## config.mk

```make
export PLATFORM = sky130hd
export DESIGN_NAME = loopback_packet_arbiter_flat
export DESIGN_NICKNAME = d
export VERILOG_FILES = /design/src/rtl/loopback_pkg.sv /design/src/rtl/loopback_packet_arbiter_if.sv /design/src/rtl/loopback_arb_stall_timer.sv /design/src/rtl/loopback_packet_arbiter.sv /design/src/flat_wrapper.sv
export SDC_FILE = /design/constraint.sdc
export NUM_CORES = 1
export LEC_CHECK = 0
export CAP_MARGIN = 20
export CORE_MARGIN = 2
export CORE_UTILIZATION = 42
export DETAILED_ROUTE_END_ITERATION = 6
export PLACE_DENSITY = 0.86
export REMOVE_ABC_BUFFERS = 1
export SLEW_MARGIN = 20
export SYNTH_ARGS = -nofsm -noshare
export SYNTH_HDL_FRONTEND = slang
export SYNTH_HIERARCHICAL = 1
export SYNTH_SLANG_ARGS = --single-unit
```

## constraint.sdc

```tcl
create_clock -name clk -period 2.1 [get_ports clk]
set_clock_uncertainty 0.2 [all_clocks]
set_input_delay 0.315 -clock clk [delete_from_list [all_inputs] [get_ports clk]]
set_output_delay 0.315 -clock clk [all_outputs]
set_load 0.01 [all_outputs]
```

## src/rtl/loopback_pkg.sv

```systemverilog
// Shared types and defaults for the loopback packet arbiter.
// The optional stall timeout is enabled with LOOPBACK_ARB_TIMEOUT_EN.
package loopback_pkg;

    localparam int LB_DATA_W = 8;
    localparam int LB_ERR_W  = 5;

    // Error code carried on the synthetic eop beat of an aborted frame.
    localparam logic [LB_ERR_W-1:0] LB_ABORT_ERR = 5'b10000;

    typedef enum logic [1:0] {
        IDLE  = 2'd0,
        PKT0  = 2'd1,
        PKT1  = 2'd2,
        ABORT = 2'd3
    } state_t;

    // One-hot grant for a state; an aborting frame still belongs to its owner.
    function automatic logic [1:0] grant_of(input state_t s, input logic owner);
        case (s)
            PKT0:    grant_of = 2'b01;
            PKT1:    grant_of = 2'b10;
            ABORT:   grant_of = owner ? 2'b10 : 2'b01;
            default: grant_of = 2'b00;
        endcase
    endfunction

endpackage

```

## src/rtl/loopback_packet_arbiter_if.sv

```systemverilog
// Avalon-ST beat bundle. The source drives it through master, the sink
// listens through slave.
interface loopback_packet_arbiter_if
    import loopback_pkg::*;
#(
    parameter int DATA_W = LB_DATA_W,
    parameter int ERR_W  = LB_ERR_W
) ();

    logic              valid;
    logic              ready;
    logic [DATA_W-1:0] data;
    logic              startofpacket;
    logic              endofpacket;
    logic [ERR_W-1:0]  error;

    modport master (
        output valid, data, startofpacket, endofpacket, error,
        input  ready
    );

    modport slave (
        input  valid, data, startofpacket, endofpacket, error,
        output ready
    );

endinterface

```

## src/rtl/loopback_arb_stall_timer.sv

```systemverilog
// Counts consecutive cycles in which a granted packet makes no progress.
// Only instantiated when LOOPBACK_ARB_TIMEOUT_EN is defined.
module loopback_arb_stall_timer #(
    parameter int TIMEOUT = 1024
) (
    input  logic clk,
    input  logic reset,
    input  logic clear,
    input  logic stall,
    output logic expire
);

    localparam int              CNT_W = $clog2(TIMEOUT);
    localparam logic [CNT_W-1:0] LAST  = CNT_W'(TIMEOUT - 1);

    logic [CNT_W-1:0] count;

    // Stall counter: restarts on any transfer or outside a packet.
    always_ff @(posedge clk) begin
        if (reset || clear) begin
            count <= '0;
        end else if (stall) begin
            count <= count + CNT_W'(1);
        end
    end

    // The owner is dropped on the cycle the count reaches its last value.
    assign expire = stall && (count == LAST);

endmodule

```

## src/rtl/loopback_packet_arbiter.sv

```systemverilog
// Packet-granular 2:1 round-robin arbiter in front of the MAC loopback
// adapter. A grant is held from sop to eop so frames never interleave.
// Define LOOPBACK_ARB_TIMEOUT_EN to abort frames stalled for TIMEOUT cycles.
module loopback_packet_arbiter
    import loopback_pkg::*;
#(
    parameter int DATA_W  = LB_DATA_W,
    parameter int ERR_W   = LB_ERR_W,
    parameter int TIMEOUT = 1024
) (
    input  logic                    clk,
    input  logic                    reset,
    loopback_packet_arbiter_if.slave  in0,
    loopback_packet_arbiter_if.slave  in1,
    loopback_packet_arbiter_if.master out,
    output logic [1:0]              grant,
    output logic [15:0]             pkt_count0,
    output logic [15:0]             pkt_count1,
    output logic [7:0]              abort_count
);

    localparam logic [ERR_W-1:0] ABORT_CODE = {1'b1, {(ERR_W-1){1'b0}}};

    state_t state, state_nxt;
    logic   last_grant, last_grant_nxt;   // 0: in0 owned last, 1: in1 owned last
    logic   pkt_xfer;
    logic   done0, done1;

    // A beat of the owning source moves downstream this cycle.
    assign pkt_xfer = ((state == PKT0) ? in0.valid :
                       (state == PKT1) ? in1.valid : 1'b0) && out.ready;

`ifdef LOOPBACK_ARB_TIMEOUT_EN
    logic in_pkt, stall, timer_clear, expire, abort_done;

    assign in_pkt      = (state == PKT0) || (state == PKT1);
    assign stall       = in_pkt && !pkt_xfer;
    assign timer_clear = !stall;

    loopback_arb_stall_timer #(.TIMEOUT(TIMEOUT)) u_stall_timer (
        .clk    (clk),
        .reset  (reset),
        .clear  (timer_clear),
        .stall  (stall),
        .expire (expire)
    );
`endif

    // Arbitration, output mux and ready steering.
    always_comb begin
        // NOTE: every output gets a default first so no path leaves a latch.
        state_nxt         = state;
        last_grant_nxt    = last_grant;
        done0             = 1'b0;
        done1             = 1'b0;
        in0.ready         = 1'b0;
        in1.ready         = 1'b0;
        out.valid         = 1'b0;
        out.data          = '0;
        out.startofpacket = 1'b0;
        out.endofpacket   = 1'b0;
        out.error         = '0;
`ifdef LOOPBACK_ARB_TIMEOUT_EN
        abort_done        = 1'b0;
`endif
        // Reset holds every output low, including the orphan-drop readies.
        if (!reset) begin
            unique case (state)
                IDLE: begin
                    // Sop beats wait for arbitration; anything else is orphaned and dropped.
                    in0.ready = !in0.startofpacket;
                    in1.ready = !in1.startofpacket;
                    if (in0.valid && in0.startofpacket &&
                        (!(in1.valid && in1.startofpacket) || last_grant)) begin
                        state_nxt      = PKT0;
                        last_grant_nxt = 1'b0;
                    end else if (in1.valid && in1.startofpacket) begin
                        state_nxt      = PKT1;
                        last_grant_nxt = 1'b1;
                    end
                end
                PKT0: begin
                    out.valid         = in0.valid;
                    out.data          = in0.data;
                    out.startofpacket = in0.startofpacket;
                    out.endofpacket   = in0.endofpacket;
                    out.error         = in0.error;
                    in0.ready         = out.ready;
                    if (pkt_xfer && in0.endofpacket) begin
                        state_nxt = IDLE;
                        done0     = 1'b1;
                    end
`ifdef LOOPBACK_ARB_TIMEOUT_EN
                    if (expire) state_nxt = ABORT;
`endif
                end
                PKT1: begin
                    out.valid         = in1.valid;
                    out.data          = in1.data;
                    out.startofpacket = in1.startofpacket;
                    out.endofpacket   = in1.endofpacket;
                    out.error         = in1.error;
                    in1.ready         = out.ready;
                    if (pkt_xfer && in1.endofpacket) begin
                        state_nxt = IDLE;
                        done1     = 1'b1;
                    end
`ifdef LOOPBACK_ARB_TIMEOUT_EN
                    if (expire) state_nxt = ABORT;
`endif
                end
`ifdef LOOPBACK_ARB_TIMEOUT_EN
                ABORT: begin
                    // Close the truncated frame with a flagged eop beat.
                    out.valid       = 1'b1;
                    out.endofpacket = 1'b1;
                    out.error       = ABORT_CODE;
                    if (out.ready) begin
                        state_nxt  = IDLE;
                        abort_done = 1'b1;
                    end
                end
`endif
                default: state_nxt = IDLE;
            endcase
        end
    end

    // State, owner history and registered grant.
    always_ff @(posedge clk) begin
        // NOTE: sequential state uses non-blocking assignments so every register samples pre-edge values.
        if (reset) begin
            state      <= IDLE;
            last_grant <= 1'b1;
            grant      <= 2'b00;
        end else begin
            state      <= state_nxt;
            last_grant <= last_grant_nxt;
            grant      <= grant_of(state_nxt, last_grant_nxt);
        end
    end

    // Completed-frame counters, wrapping at 16 bits.
    always_ff @(posedge clk) begin
        if (reset) begin
            pkt_count0 <= '0;
            pkt_count1 <= '0;
        end else begin
            if (done0) pkt_count0 <= pkt_count0 + 16'd1;
            if (done1) pkt_count1 <= pkt_count1 + 16'd1;
        end
    end

`ifdef LOOPBACK_ARB_TIMEOUT_EN
    // Aborted-frame counter, saturating at 255.
    always_ff @(posedge clk) begin
        if (reset) begin
            abort_count <= '0;
        end else if (abort_done && abort_count != 8'hFF) begin
            abort_count <= abort_count + 8'd1;
        end
    end
`else
    assign abort_count = 8'd0;
`endif

endmodule

```

## src/flat_wrapper.sv

```systemverilog
// flat-port wrapper written by rule: the top's interface ports become plain ports
module loopback_packet_arbiter_flat import loopback_pkg::*;
#(
    parameter int DATA_W  = LB_DATA_W,
    parameter int ERR_W   = LB_ERR_W,
    parameter int TIMEOUT = 1024
)
  (clk, reset, grant, pkt_count0, pkt_count1, abort_count, in0_valid, in0_data, in0_startofpacket, in0_endofpacket, in0_error, in0_ready, in1_valid, in1_data, in1_startofpacket, in1_endofpacket, in1_error, in1_ready, out_valid, out_data, out_startofpacket, out_endofpacket, out_error, out_ready);
  loopback_packet_arbiter_if #(.DATA_W(DATA_W), .ERR_W(ERR_W)) in0_i ();
  loopback_packet_arbiter_if #(.DATA_W(DATA_W), .ERR_W(ERR_W)) in1_i ();
  loopback_packet_arbiter_if #(.DATA_W(DATA_W), .ERR_W(ERR_W)) out_i ();
  input  logic clk;
  input  logic reset;
  output logic [1:0] grant;
  output logic [15:0] pkt_count0;
  output logic [15:0] pkt_count1;
  output logic [7:0] abort_count;
  input wire logic [$bits(in0_i.valid)-1:0] in0_valid;
  input wire logic [$bits(in0_i.data)-1:0] in0_data;
  input wire logic [$bits(in0_i.startofpacket)-1:0] in0_startofpacket;
  input wire logic [$bits(in0_i.endofpacket)-1:0] in0_endofpacket;
  input wire logic [$bits(in0_i.error)-1:0] in0_error;
  output wire logic [$bits(in0_i.ready)-1:0] in0_ready;
  input wire logic [$bits(in1_i.valid)-1:0] in1_valid;
  input wire logic [$bits(in1_i.data)-1:0] in1_data;
  input wire logic [$bits(in1_i.startofpacket)-1:0] in1_startofpacket;
  input wire logic [$bits(in1_i.endofpacket)-1:0] in1_endofpacket;
  input wire logic [$bits(in1_i.error)-1:0] in1_error;
  output wire logic [$bits(in1_i.ready)-1:0] in1_ready;
  output wire logic [$bits(out_i.valid)-1:0] out_valid;
  output wire logic [$bits(out_i.data)-1:0] out_data;
  output wire logic [$bits(out_i.startofpacket)-1:0] out_startofpacket;
  output wire logic [$bits(out_i.endofpacket)-1:0] out_endofpacket;
  output wire logic [$bits(out_i.error)-1:0] out_error;
  input wire logic [$bits(out_i.ready)-1:0] out_ready;
  assign in0_i.valid = in0_valid;
  assign in0_i.data = in0_data;
  assign in0_i.startofpacket = in0_startofpacket;
  assign in0_i.endofpacket = in0_endofpacket;
  assign in0_i.error = in0_error;
  assign in0_ready = in0_i.ready;
  assign in1_i.valid = in1_valid;
  assign in1_i.data = in1_data;
  assign in1_i.startofpacket = in1_startofpacket;
  assign in1_i.endofpacket = in1_endofpacket;
  assign in1_i.error = in1_error;
  assign in1_ready = in1_i.ready;
  assign out_valid = out_i.valid;
  assign out_data = out_i.data;
  assign out_startofpacket = out_i.startofpacket;
  assign out_endofpacket = out_i.endofpacket;
  assign out_error = out_i.error;
  assign out_i.ready = out_ready;
  loopback_packet_arbiter #(.DATA_W(DATA_W), .ERR_W(ERR_W), .TIMEOUT(TIMEOUT)) u_core (.clk(clk), .reset(reset), .in0(in0_i), .in1(in1_i), .out(out_i), .grant(grant), .pkt_count0(pkt_count0), .pkt_count1(pkt_count1), .abort_count(abort_count));
endmodule
```

==> impl_metrics.py <==
metrics = {
    "sta": {
        "slew_violations": 0,
        "clock.fmax_mhz": 489.6,
        "hold_ws_ns": 0.3008,
        "fin_crit_sh": 0.9727,
        "max_slew_margin": 0.5815,
        "hold_viol": 0,
        "tns_ns": 0,
        "period_minus_slack_ns": 2.043,
        "tightest_slew_ns": 0.6230,
        "grt_setup_unrepaired": "yes",
        "setup_viol": 0,
    },
    "finish": {
        "diodes": 0,
        "postLayoutCoreUtil": 0.6987,
        "drive_gt1_frac": 0.1956,
        "layout.nets": 403,
        "fin_cells": 430,
        "area_delta_synth_final_pct": 59.27,
    },
    "power_and_ir_drop": {
        "peakVddDrop_mv": 0.4519,
        "p_comb_frac": 0.190,
        "seq_power_share": 0.430,
        "power-per-cell-area_nw_per_um2": 501.4,
        "p_clk_frac": 0.380,
        "power_switching_uw": 397.4,
        "p_leak_nw": 1.250,
        "p_int_mw": 1.268,
        "sw_frac_of_total": 0.2386,
    },
    "grt": {
        "grt_use_total": 0.2181,
        "grt.met1_usage": 0.2822,
        "gr-usage-met3": 0.04743,
        "met2_usage": 0.3707,
        "top_usage_layer": "met2",
        "grt-ovfl-total": 0,
        "antenna_found_initial": 0,
        "grt_pass1_wl_um": 9446,
        "grt_pass1_vias": 1991,
        "grt_max_degree": 34,
    },
    "job": {
        "drv_cap": 0,
    },
    "synthesis": {
        "synth.most_common_cell": "nor2_1",
        "yosys.area.top_type": "dfxtp_1",
        "ys_warn_count": 6,
        "async_flop_share": 0,
        "synth_area_leaders": "dfxtp_1, nor2_1, xor2_1, a22oi_1, nand2_1",
        "synth-seq-cells": 37,
        "yosysSeqAreaShare": 0.3551,
        "syn-cell-area_sq_um": 2086,
        "synth_top_flop_cell": "dfxtp_1",
        "synth_top_area_frac": 0.3551,
        "synth_edf_count": 0,
        "synthDistinctLibCells": 38,
        "yosys-top-cells-count": "nor2_1, dfxtp_1, nand2_1",
        "syn_inst": 258,
        "synth.avg_cell_area_sq_um": 8.084,
    },
    "setup_path": {
        "critPathRequiredTime_ns": 1.58,
        "critPathKind": "reg2out",
        "path_max_fanout": 8,
        "end_kind": "primary output",
        "arrival_ns": 1.53,
        "start_kind": "flop",
    },
    "cts": {
        "hold_buffers": 0,
        "path_clk_slew_ns": 0.07,
        "cts_num_sinks": 37,
        "cts_root_buf": "clkbuf_8",
        "worstSkewPairLatency_ns": 0.28,
        "cts_buffer_depth": 2,
        "cts_inserted_buffers": 5,
        "cts_max_level": 2,
        "cts_tree": "built",
    },
    "die": {
        "dieArea_sq_um": 5546,
        "die_w_um": 74.47,
        "die_h_um": 74.47,
        "fp.coreArea_sq_um": 4755,
        "start_util": 0.4387,
        "top_level_ports": 95,
        "rows": 25,
    },
    "drt": {
        "viasPerCell": 4.963,
        "ant_nets": 0,
        "drt_wl_total_um": 6067,
        "route.vias.total": 2134,
        "firstDrtPassIters": 4,
        "post_drt_wl_per_cell_um": 14.11,
        "drtIter0Drc": 114,
        "drcViolationCount": 0,
    },
    "place": {
        "place_hpwl_um": 4303,
        "gp_congestion": 0.8046,
        "portBuffers": 86,
        "post-place-cells": 416,
    },
    "run_status": {
        "outcome": "complete, no violations",
    },
    "min_path": {
        "worstHoldPathType": "reg2reg",
    },
}
==> power groups by stage <==
stage	Combinational, mW	Sequential [mW]	Clock [mW]
3_5_place_dp	0.270	0.731	0
6_report	0.317	0.716	0.632
4_1_cts	0.290	0.716	0.641
3_3_place_gp	0.268	0.730	0
5_1_grt	0.341	0.717	0.666
2_1_floorplan	0.103	0.732	0
==> kinds of logic (layout without fill, tap and decap cells) <==
group	Yosys count	count (layout)	synth area share
simple gates	125	125	0.3017
flops	37	37	0.3551
compound gates	31	31	0.1068
xor+xnor	30	30	0.1260
buf+inv	27	125	0.06599
fa+ha+maj	6	6	0.03599
other cells	1	8	0.001798
mux	1	1	0.006597
==> final timing paths <==
| check | from | end | slack (ns) | cells after the start |
|---|---|---|---|---|
| worst max-delay path | u_core/state[0] | out_valid | 0.06 | 6 |
| worst min-delay path | u_core/pkt_count1[1] | u_core/pkt_count1[1] | 0.30 | 2 |
| worst max register to register | u_core/state[1] | u_core/grant[0] | 0.07 | 7 |
| worst min register to register | u_core/pkt_count1[1] | u_core/pkt_count1[1] | 0.30 | 2 |
==> per-layer routing <==
| layer | up-vias | wire, um | share of wire |
|---|---|---|---|
| li1 | 1066 | - | - |
| met1 | 995 | 2636 | 0.43 |
| met2 | 71 | 3090 | 0.51 |
| met3 | 2 | 319 | 0.053 |
| met4 | 0 | 21 | 0.0035 |
| met5 | - | 0 | 0 |
==> per-stage QoR <==
step / total power, mW / instance area (sq um) / setup WS (ns)
6_report: 1.666 / 3322 / 0.05738
5_1_grt: 1.725 / 3322 / -0.04937
4_1_cts: 1.648 / 3299 / -0.009834
3_5_place_dp: 1.001 / 3102 / -0.1678
3_3_place_gp: 0.9984 / 3102 / -0.1380
2_1_floorplan: 0.8349 / 2004 / -0.1621
==> worst max-delay path, stage by stage (launching register included) <==
cell,delay (ns)
dfxtp_4,0.37
inv_2,0.07
ha_4,0.28
nand2b_4,0.06
buf_6,0.13
nor2_1,0.09
clkdlybuf4s15_1,0.24
==> cell type report <==
class | instances | area (sq um)
multi-input combinational | 201 | 1313
timing repair buffer | 109 | 1033
clock buffer | 7 | 86.33
inverter | 8 | 30.03
sequential | 37 | 745.7
fill | 399 | 1433
tap | 67 | 83.83
clock inverter | 1 | 30.03
==> state kept, by name, summed over array words and instances (netlist names) <==
name	count
u_core/grant	2
u_core/pkt_count1	16
u_core/pkt_count0	16
u_core/last_grant	1
u_core/state	2
==> placed cells by master (no fill, tap or decap), types with 2 or more instances in the layout <==
cell type and n:
a21oi_1 3, a22oi_1 11, a22oi_2 6, a31oi_1 2, and3_1 2, buf_12 2
buf_2 6, buf_4 18, buf_6 2, clkbuf_2 5, clkbuf_8 6, clkdlybuf4s15_2 5
clkdlybuf4s50_1 68, conb_1 8, dfxtp_1 35, ha_1 3, ha_4 3, inv_1 6
inv_2 2, nand2_1 24, nand2b_1 2, nand3_1 13, nand4_1 9, nor2_1 55
nor3_1 5, nor3_2 3, nor3_4 2, nor4_1 2, o21a_1 2, xnor2_1 10
xor2_1 20
==> repair_timing <==
action,4_1_cts,5_1_grt
pin swaps,0,3
setup endpoints to repair,22,30
cloned,1,1
buffers inserted,0,4
resized for setup,62,16
No activity file was read; power rests on OpenSTA's default activity.
